<file path="src/rtl/crc_frame_arbiter.sv">
// crc_frame_arbiter
//   Shares one byte-wise CRC datapath (CRC-16 poly 0x1021, optional CRC-8
//   poly 0x07) between NUM_REQ byte-stream requesters. One requester owns
//   the engine for a whole frame; ownership rotates round-robin. The final
//   remainders are presented with the owner's ID on a valid/ready port.
//
//   Optional feature macro: CRC_ARB_CRC8_EN builds the CRC-8 lane; without
//   it res_crc8 is tied to zero.
//
// Ports
//   clk        clock, rising edge
//   reset      asynchronous, active-high
//   req_valid  [NUM_REQ]     per-requester byte valid
//   req_data   [8*NUM_REQ]   requester i byte at [8i+7:8i]
//   req_last   [NUM_REQ]     final byte of frame (qualified by valid)
//   req_ready  [NUM_REQ]     one-hot grant while a frame runs
//   res_valid / res_ready    result handshake
//   res_id     [IDW]         requester that owns the result
//   res_crc16  [16]          CRC-16 remainder, no final XOR
//   res_crc8   [8]           CRC-8 remainder
//   busy                     high whenever the controller is not idle
module crc_frame_arbiter #(
  parameter int          NUM_REQ = 2,
  parameter logic [15:0] INIT16  = 16'h0000,
  parameter logic [7:0]  INIT8   = 8'h00,
  parameter int          IDW     = ($clog2(NUM_REQ) > 1) ? $clog2(NUM_REQ) : 1
) (
  input  logic                   clk,
  input  logic                   reset,
  input  logic [NUM_REQ-1:0]     req_valid,
  input  logic [8*NUM_REQ-1:0]   req_data,
  input  logic [NUM_REQ-1:0]     req_last,
  output logic [NUM_REQ-1:0]     req_ready,
  output logic                   res_valid,
  input  logic                   res_ready,
  output logic [IDW-1:0]         res_id,
  output logic [15:0]            res_crc16,
  output logic [7:0]             res_crc8,
  output logic                   busy
);

  typedef enum logic [1:0] {IDLE = 2'd0, RUN = 2'd1, DONE = 2'd2} state_t;

  state_t         state, state_nxt;
  logic [IDW-1:0] grant, last_grant, pick;
  logic           pick_vld;
  logic           sel_vld, sel_last, accept;
  logic [7:0]     sel_byte;
  logic [15:0]    rem16_p0;

  function automatic logic [15:0] crc16_1021(input logic [15:0] c, input logic [7:0] d);
    logic [15:0] r;
    r = c ^ {d, 8'h00};
    for (int b = 0; b < 8; b++)
      r = r[15] ? ({r[14:0], 1'b0} ^ 16'h1021) : {r[14:0], 1'b0};
    return r;
  endfunction

  // Round-robin search starting just after the previous owner.
  always_comb begin
    logic [IDW-1:0] idx;
    idx      = '0;
    pick     = '0;
    pick_vld = 1'b0;
    for (int k = 1; k <= NUM_REQ; k++) begin
      idx = IDW'((int'(last_grant) + k) % NUM_REQ);
      if (!pick_vld && req_valid[idx]) begin
        pick_vld = 1'b1;
        pick     = idx;
      end
    end
  end

  // Byte/valid/last of the current owner.
  always_comb begin
    sel_vld  = 1'b0;
    sel_last = 1'b0;
    sel_byte = 8'h00;
    for (int i = 0; i < NUM_REQ; i++) begin
      if (grant == IDW'(i)) begin
        sel_vld  = req_valid[i];
        sel_last = req_last[i];
        sel_byte = req_data[8*i +: 8];
      end
    end
  end

  assign accept = (state == RUN) && sel_vld;

  // Handshake outputs depend only on registered state and grant.
  always_comb begin
    req_ready = '0;
    for (int i = 0; i < NUM_REQ; i++)
      req_ready[i] = (state == RUN) && (grant == IDW'(i));
  end

  assign res_valid = (state == DONE);
  assign busy      = (state != IDLE);
  assign res_id    = grant;
  assign res_crc16 = rem16_p0;

  always_comb begin
    state_nxt = state;
    case (state)
      IDLE:    if (pick_vld)            state_nxt = RUN;
      RUN:     if (accept && sel_last)  state_nxt = DONE;
      DONE:    if (res_ready)           state_nxt = IDLE;
      default:                          state_nxt = IDLE;
    endcase
  end

  always_ff @(posedge clk or posedge reset) begin
    if (reset) state <= IDLE;
    else       state <= state_nxt;
  end

  // Stage 0: grant bookkeeping and running CRC-16 remainder.
  always_ff @(posedge clk or posedge reset) begin
    if (reset) begin
      grant      <= '0;
      last_grant <= IDW'(NUM_REQ - 1);
      rem16_p0   <= 16'h0000;
    end else begin
      if (state == IDLE && pick_vld) begin
        grant    <= pick;
        rem16_p0 <= INIT16;
      end
      if (accept)
        rem16_p0 <= crc16_1021(rem16_p0, sel_byte);
      if (state == DONE && res_ready)
        last_grant <= grant;
    end
  end

`ifdef CRC_ARB_CRC8_EN
  logic [7:0] rem8_p0;

  function automatic logic [7:0] crc8_07(input logic [7:0] c, input logic [7:0] d);
    logic [7:0] r;
    r = c ^ d;
    for (int b = 0; b < 8; b++)
      r = r[7] ? ({r[6:0], 1'b0} ^ 8'h07) : {r[6:0], 1'b0};
    return r;
  endfunction

  // Stage 0: running CRC-8 remainder, same sequencing as CRC-16.
  always_ff @(posedge clk or posedge reset) begin
    if (reset) begin
      rem8_p0 <= 8'h00;
    end else begin
      if (state == IDLE && pick_vld)
        rem8_p0 <= INIT8;
      if (accept)
        rem8_p0 <= crc8_07(rem8_p0, sel_byte);
    end
  end

  assign res_crc8 = rem8_p0;
`else
  // INIT8 has no effect when the CRC-8 lane is absent.
  assign res_crc8 = 8'h00 & INIT8;
`endif

endmodule

</file>
<file path="config.mk">
export PLATFORM = sky130hd
export DESIGN_NAME = crc_frame_arbiter
export DESIGN_NICKNAME = d
export VERILOG_FILES = /design/src/rtl/crc_frame_arbiter.sv
export SDC_FILE = /design/constraint.sdc
export NUM_CORES = 1
export LEC_CHECK = 0
export CAP_MARGIN = 20
export CORE_ASPECT_RATIO = 0.75
export CORE_MARGIN = 2
export CORE_UTILIZATION = 30
export CTS_CLUSTER_DIAMETER = 80
export CTS_CLUSTER_SIZE = 40
export DETAILED_ROUTE_END_ITERATION = 8
export PLACE_DENSITY_LB_ADDON = 0.05
export SLEW_MARGIN = 20
export SYNTH_ARGS = -nofsm -noshare
export SYNTH_HDL_FRONTEND = slang
export SYNTH_SLANG_ARGS = --single-unit
</file>
<file path="constraint.sdc">
create_clock -name clk -period 2 [get_ports clk]
set_clock_uncertainty 0.2 [all_clocks]
set_input_delay 0.3 -clock clk [delete_from_list [all_inputs] [get_ports clk]]
set_output_delay 0.3 -clock clk [all_outputs]
set_load 0.005 [all_outputs]
</file>
* Word level (Yosys, flattened, before mapping)
Index checks and enable logic that the tools add are counted.
Widths: inputs -> output; s select.
** Word-level totals
- Output and inout bits :: 29
- Bits in registers :: 20
** Cells by class
- Muxes and demuxes :: 25
- Bitwise operators :: 10
- Equality and inequality tests :: 5
- $add $sub $neg :: 2
- Reduce and logical (&&, ||, !) cells :: 12
- Order comparisons :: 2
** Operator list (number)
- $mux 13 :: 8
- $mux 16 :: 2
- $not 3->3 :: 8
- $xor 16x16->16 :: 1
- $mux 1 :: 10
- $mux 8 :: 1
- $logic_and 1x1->1 :: 7
- $mux 2 :: 3
- $pmux 2 s3 :: 1
- $lt 1x2->1 const B :: 2
- $ne 2x1->1 const B :: 2
- $reduce_bool 2->1 :: 2
- $reduce_and 3->1 :: 1
- $add 1x1->1 const B :: 2
- $eq 2x1->1 const B :: 1
- $eq 2x2->1 const B :: 1
- $logic_not 2->1 :: 1
- $ne 2x2->1 const B :: 1
- $logic_not 1->1 :: 1
- $not 1->1 :: 1

* Longest topological paths before layout
- Depth after elaboration :: 19
- Mapped depth :: 7

* Worst setup path before layout
Ideal clock, no wire load.
- Path kind :: register -> register
- Start :: register grant, in the netlist res_id
- End :: register rem16_p0[1], in the netlist res_crc16[1]
- Data required time :: 1.679 ns
- Stages on the path, launching flop included :: 8
- Buffers on the path :: 3
- Setup slack :: 0.124 ns
- Clock period less this slack :: 1.876 ns
- Arrival :: 1.555 ns
- Cell sequence :: dfrtp_1 buf_6 buf_6 nand2_1 a21oi_1 a311o_1 buf_2 a22o_1
** On the way
- Longest elaborated chain between the ends :: 9
** Ends and longest elaborated chain
- start: declaration :: line 45 : logic [IDW-1:0] grant, last_grant, pick;
- start signal: assignment :: line 125 : grant <= pick;
- $mux 8 :: line 80 : if (grant == IDW'(i)) begin
- $xor 16x16->16 :: line 53 : r = c ^ {d, 8'h00};
- $mux 13 (2 in a row) :: line 55 : r = r[15] ? ({r[14:0], 1'b0} ^ 16'h1021) : {r[14:0], 1'b0};
- $not 3->3 (no line)
- $mux 13 (3 in a row) :: line 55
- $mux 16 :: line 128 : if (accept)
- end signal: assignment :: line 129 : rem16_p0 <= crc16_1021(rem16_p0, sel_byte);
- end: declaration :: line 49 : logic [15:0] rem16_p0;
Parallel ways exist; a longest one is shown, timed or not.
A chain may end at the register's enable or synchronous reset.

* Final worst setup path
- Start :: register state[1]
- End :: output port req_ready[0]
** On the way
- Longest elaborated chain between the ends :: 2
** Ends and longest elaborated chain
- start: declaration :: line 44 : state_t state, state_nxt;
- start signal: assignment :: line 114 : else state <= state_nxt;
- $eq 2x1->1 :: line 94 : req_ready[i] = (state == RUN) && (grant == IDW'(i));
- $logic_and 1x1->1 :: line 94
- end: declaration :: line 33 : output logic [NUM_REQ-1:0] req_ready,
Every way passes these cells.

==> metrics.yaml <==
status: "finished clean"
power_mw: 3.27
io_buffers: 43
cts_tree: "built"
dp.cells: 213
grt_max_degree: 21
fp-row-count: 20
drive_above_1_share: 0.226
synth_warnings: 0
overflow: 0
htreeDepth: 1
first_pass_iters: 6
num_vias: 975
n_fill_cell: 376
cp_slowest_stage_delay_ns: 0.50
critical-path-top-delay-family: "buffers and inverters"
grtUsageTotal: 0.134
numCtsBuffers: 3
synthesis.instances: 108
synthDistinctLibCells: 27
cp.required_ns: 1.50
dp_hpwl_mm: 2.23
avgRoutedWirePerCell_um: 13.1
p_int_mw: 2.07
path_buf_inv: 1
crit_type: "reg -> out"
clockRootBuffer: "clkbuf_8"
instances_no_fill: 223
p_sw_frac: 0.368
gp_congestion: 0.764
leakagePower_nw: 0.884
num_io_pins: 52
setup.worst_path.end_class: "output pin"
clkSlewWorstSetupHoldPaths_ns: 0.07
antenna_found_initial: 0
cts_max_path_buffers: 2
yosysTopAreaCell: "dfrtp_1"
clock_sinks: 20
slew_violations: 0
synth_top_area_frac: 0.382
hold_path.class: "in -> async"
dieWidth_um: 78.3
clock_latency_ns: 0.25
power_switching_mw: 1.20
drc_errors: 0
cp_slowest_cell: "clkdlybuf4s50_1"
synth.avg_cell_area_um2: 11.5
combPwrFrac: 0.670
setup_viol: 0
seq_area_frac_synth: 0.403
worstSetupStartpointType: "register"
core_area_um2: 4000
finalCriticalPeriod_ns: 1.92
yosys-top-cells-area: "dfrtp_1 38%, a22o_1 12%, xor2_1 9.2%"
rsz0062_at_grt: "yes"
finalCritPeriodShare: 0.961
ir_drop_v: 0.000724
grt_pass1_wl_mm: 4.80
netlist_area_um2: 1240
die_area_um2: 4680
seqPwrFrac: 0.238
hold_viol: 0
antenna_violating_nets_post_route: 0
hold_buffers: 0
synth_seq_cells: 20
drtIter0Drc: 30
fin_nets: 192
grt_pass1_vias: 956
drv_cap: 0
cellPowerDensity_nw_per_um2: 1710
path_cells: "nand2b_4, nor2_1, clkdlybuf4s50_1"
diodes: 0
viasPerCell: 4.37
cp.arrival_ns: 1.42
drt-total-wl_mm: 2.91
synthToLayoutAreaGrowth_pct: 53.9
critPathMaxFanout: 5
die_h_um: 59.8
max_freq_mhz: 520
start_util: 0.311
clock_power_share: 0.092
[power groups by stage]
stage	logic [mW]	clock network (mW)	registers (mW)
after global routing	2.42	0.333	0.809
after detailed placement	2.09	0	0.775
after global placement	2.07	0	0.774
after floorplan	1.29	0	0.746
after CTS	2.13	0.320	0.771
final	2.19	0.302	0.779
[metal layers]
metal  wire length, um  global-route usage  vias up  share of wire
li1                  -                   -      481              -
met2              1280               0.213       39           0.44
met3               180              0.0378        2          0.062
met5                 0                   0        -              0
met1              1450               0.189      453           0.50
met4                13              0.0150        0         0.0045
[Yosys cell counts]
library cell  number
a21oi_1            3
nand2b_1           2
a22o_1            17
mux2i_2            1
nor2b_1            1
a211oi_1           1
buf_6              2
mux2_2             1
buf_4              8
a31oi_1            1
a311o_1            1
nor3_1             1
inv_1              5
nor2_1             5
xnor2_2            6
mux2i_1            6
xnor2_1            4
xor2_2             1
buf_2              2
nand2_1            3
xor2_1            13
mux2i_4            1
a32o_1             1
dfstp_2            1
dfrtp_1           19
conb_1             1
o21ai_0            1
[repair_timing]
| action | 4_1_cts | 5_1_grt |
|---|---|---|
| endpoints found under the setup margin | 1 | 8 |
| buffers inserted | 3 | 3 |
| resized for setup | 1 | 6 |
| pin swaps | 0 | 10 |
[cells by family after synthesis]
| kind of cell | synth area share |
|---|---|
| AOI/OAI and AO/OA | 0.163 |
| buffers and inverters | 0.0895 |
| muxes | 0.0865 |
| other | 0.00302 |
| DFF | 0.403 |
| and+or+nand+nor | 0.0433 |
| xor gates and xnor gates | 0.211 |
[final timing paths]
check,start,end,slack [ns],cells past startpoint
worst max-delay path,state[1]$_DFFE_PP0P_,req_ready[0],0.08,3
worst min-delay path,reset,state[0]$_DFFE_PP0P_,0.17,3
worst max register to register,res_id$_DFFE_PP0P_,res_crc16[12]$_DFFE_PP0P_,0.08,7
worst min register to register,last_grant$_DFFE_PP1P_,last_grant$_DFFE_PP1P_,0.29,2
max in group asynchronous,reset,last_grant$_DFFE_PP1P_,1.17,3
min in group clk,last_grant$_DFFE_PP1P_,last_grant$_DFFE_PP1P_,0.29,2
[sequential cells by signal, summed over array words and instances, names as in the netlist]
name        flops
state           2
res_id          1
last_grant      1
res_crc16      16
[layout by cell type, fill, tap and decap left out, types with 4 or more instances in the layout]
master	count
dfrtp_1	17
conb_1	8
nor2_1	5
xor2_1	13
inv_1	5
clkbuf_8	4
clkdlybuf4s50_1	42
mux2i_1	6
buf_4	15
a22o_1	17
xnor2_2	7
[layout make-up]
class                           count  area, um^2  share of cell area
Timing Repair Buffer               61         593               0.310
Sequential cell                    20         504               0.263
Inverter                            5        18.8             0.00980
Multi-Input combinational cell     78         674               0.352
Tap cell                           55        68.8              0.0359
Clock buffer                        4        55.1              0.0288
[worst min-delay path, cell delays in order]
cell	delay, ns
clkdlybuf4s50_1	0.39
inv_1	0.05
buf_4	0.26
[metrics by stage]
stage	setup WS (ns)	area, um^2	setup TNS (ns)	hold WS, ns	utilization
floorplan	0.124	1270	0	0.0631	-
global placement	-0.0736	1790	-0.145	0.285	0.448
detailed placement	-0.0728	1790	-0.188	0.283	0.448
CTS	0.00513	1870	0	0.175	0.467
global route	-0.0547	1910	-0.165	0.202	0.478
finish	0.0779	1910	0	0.168	0.478
(Power assumes the default switching activity.)
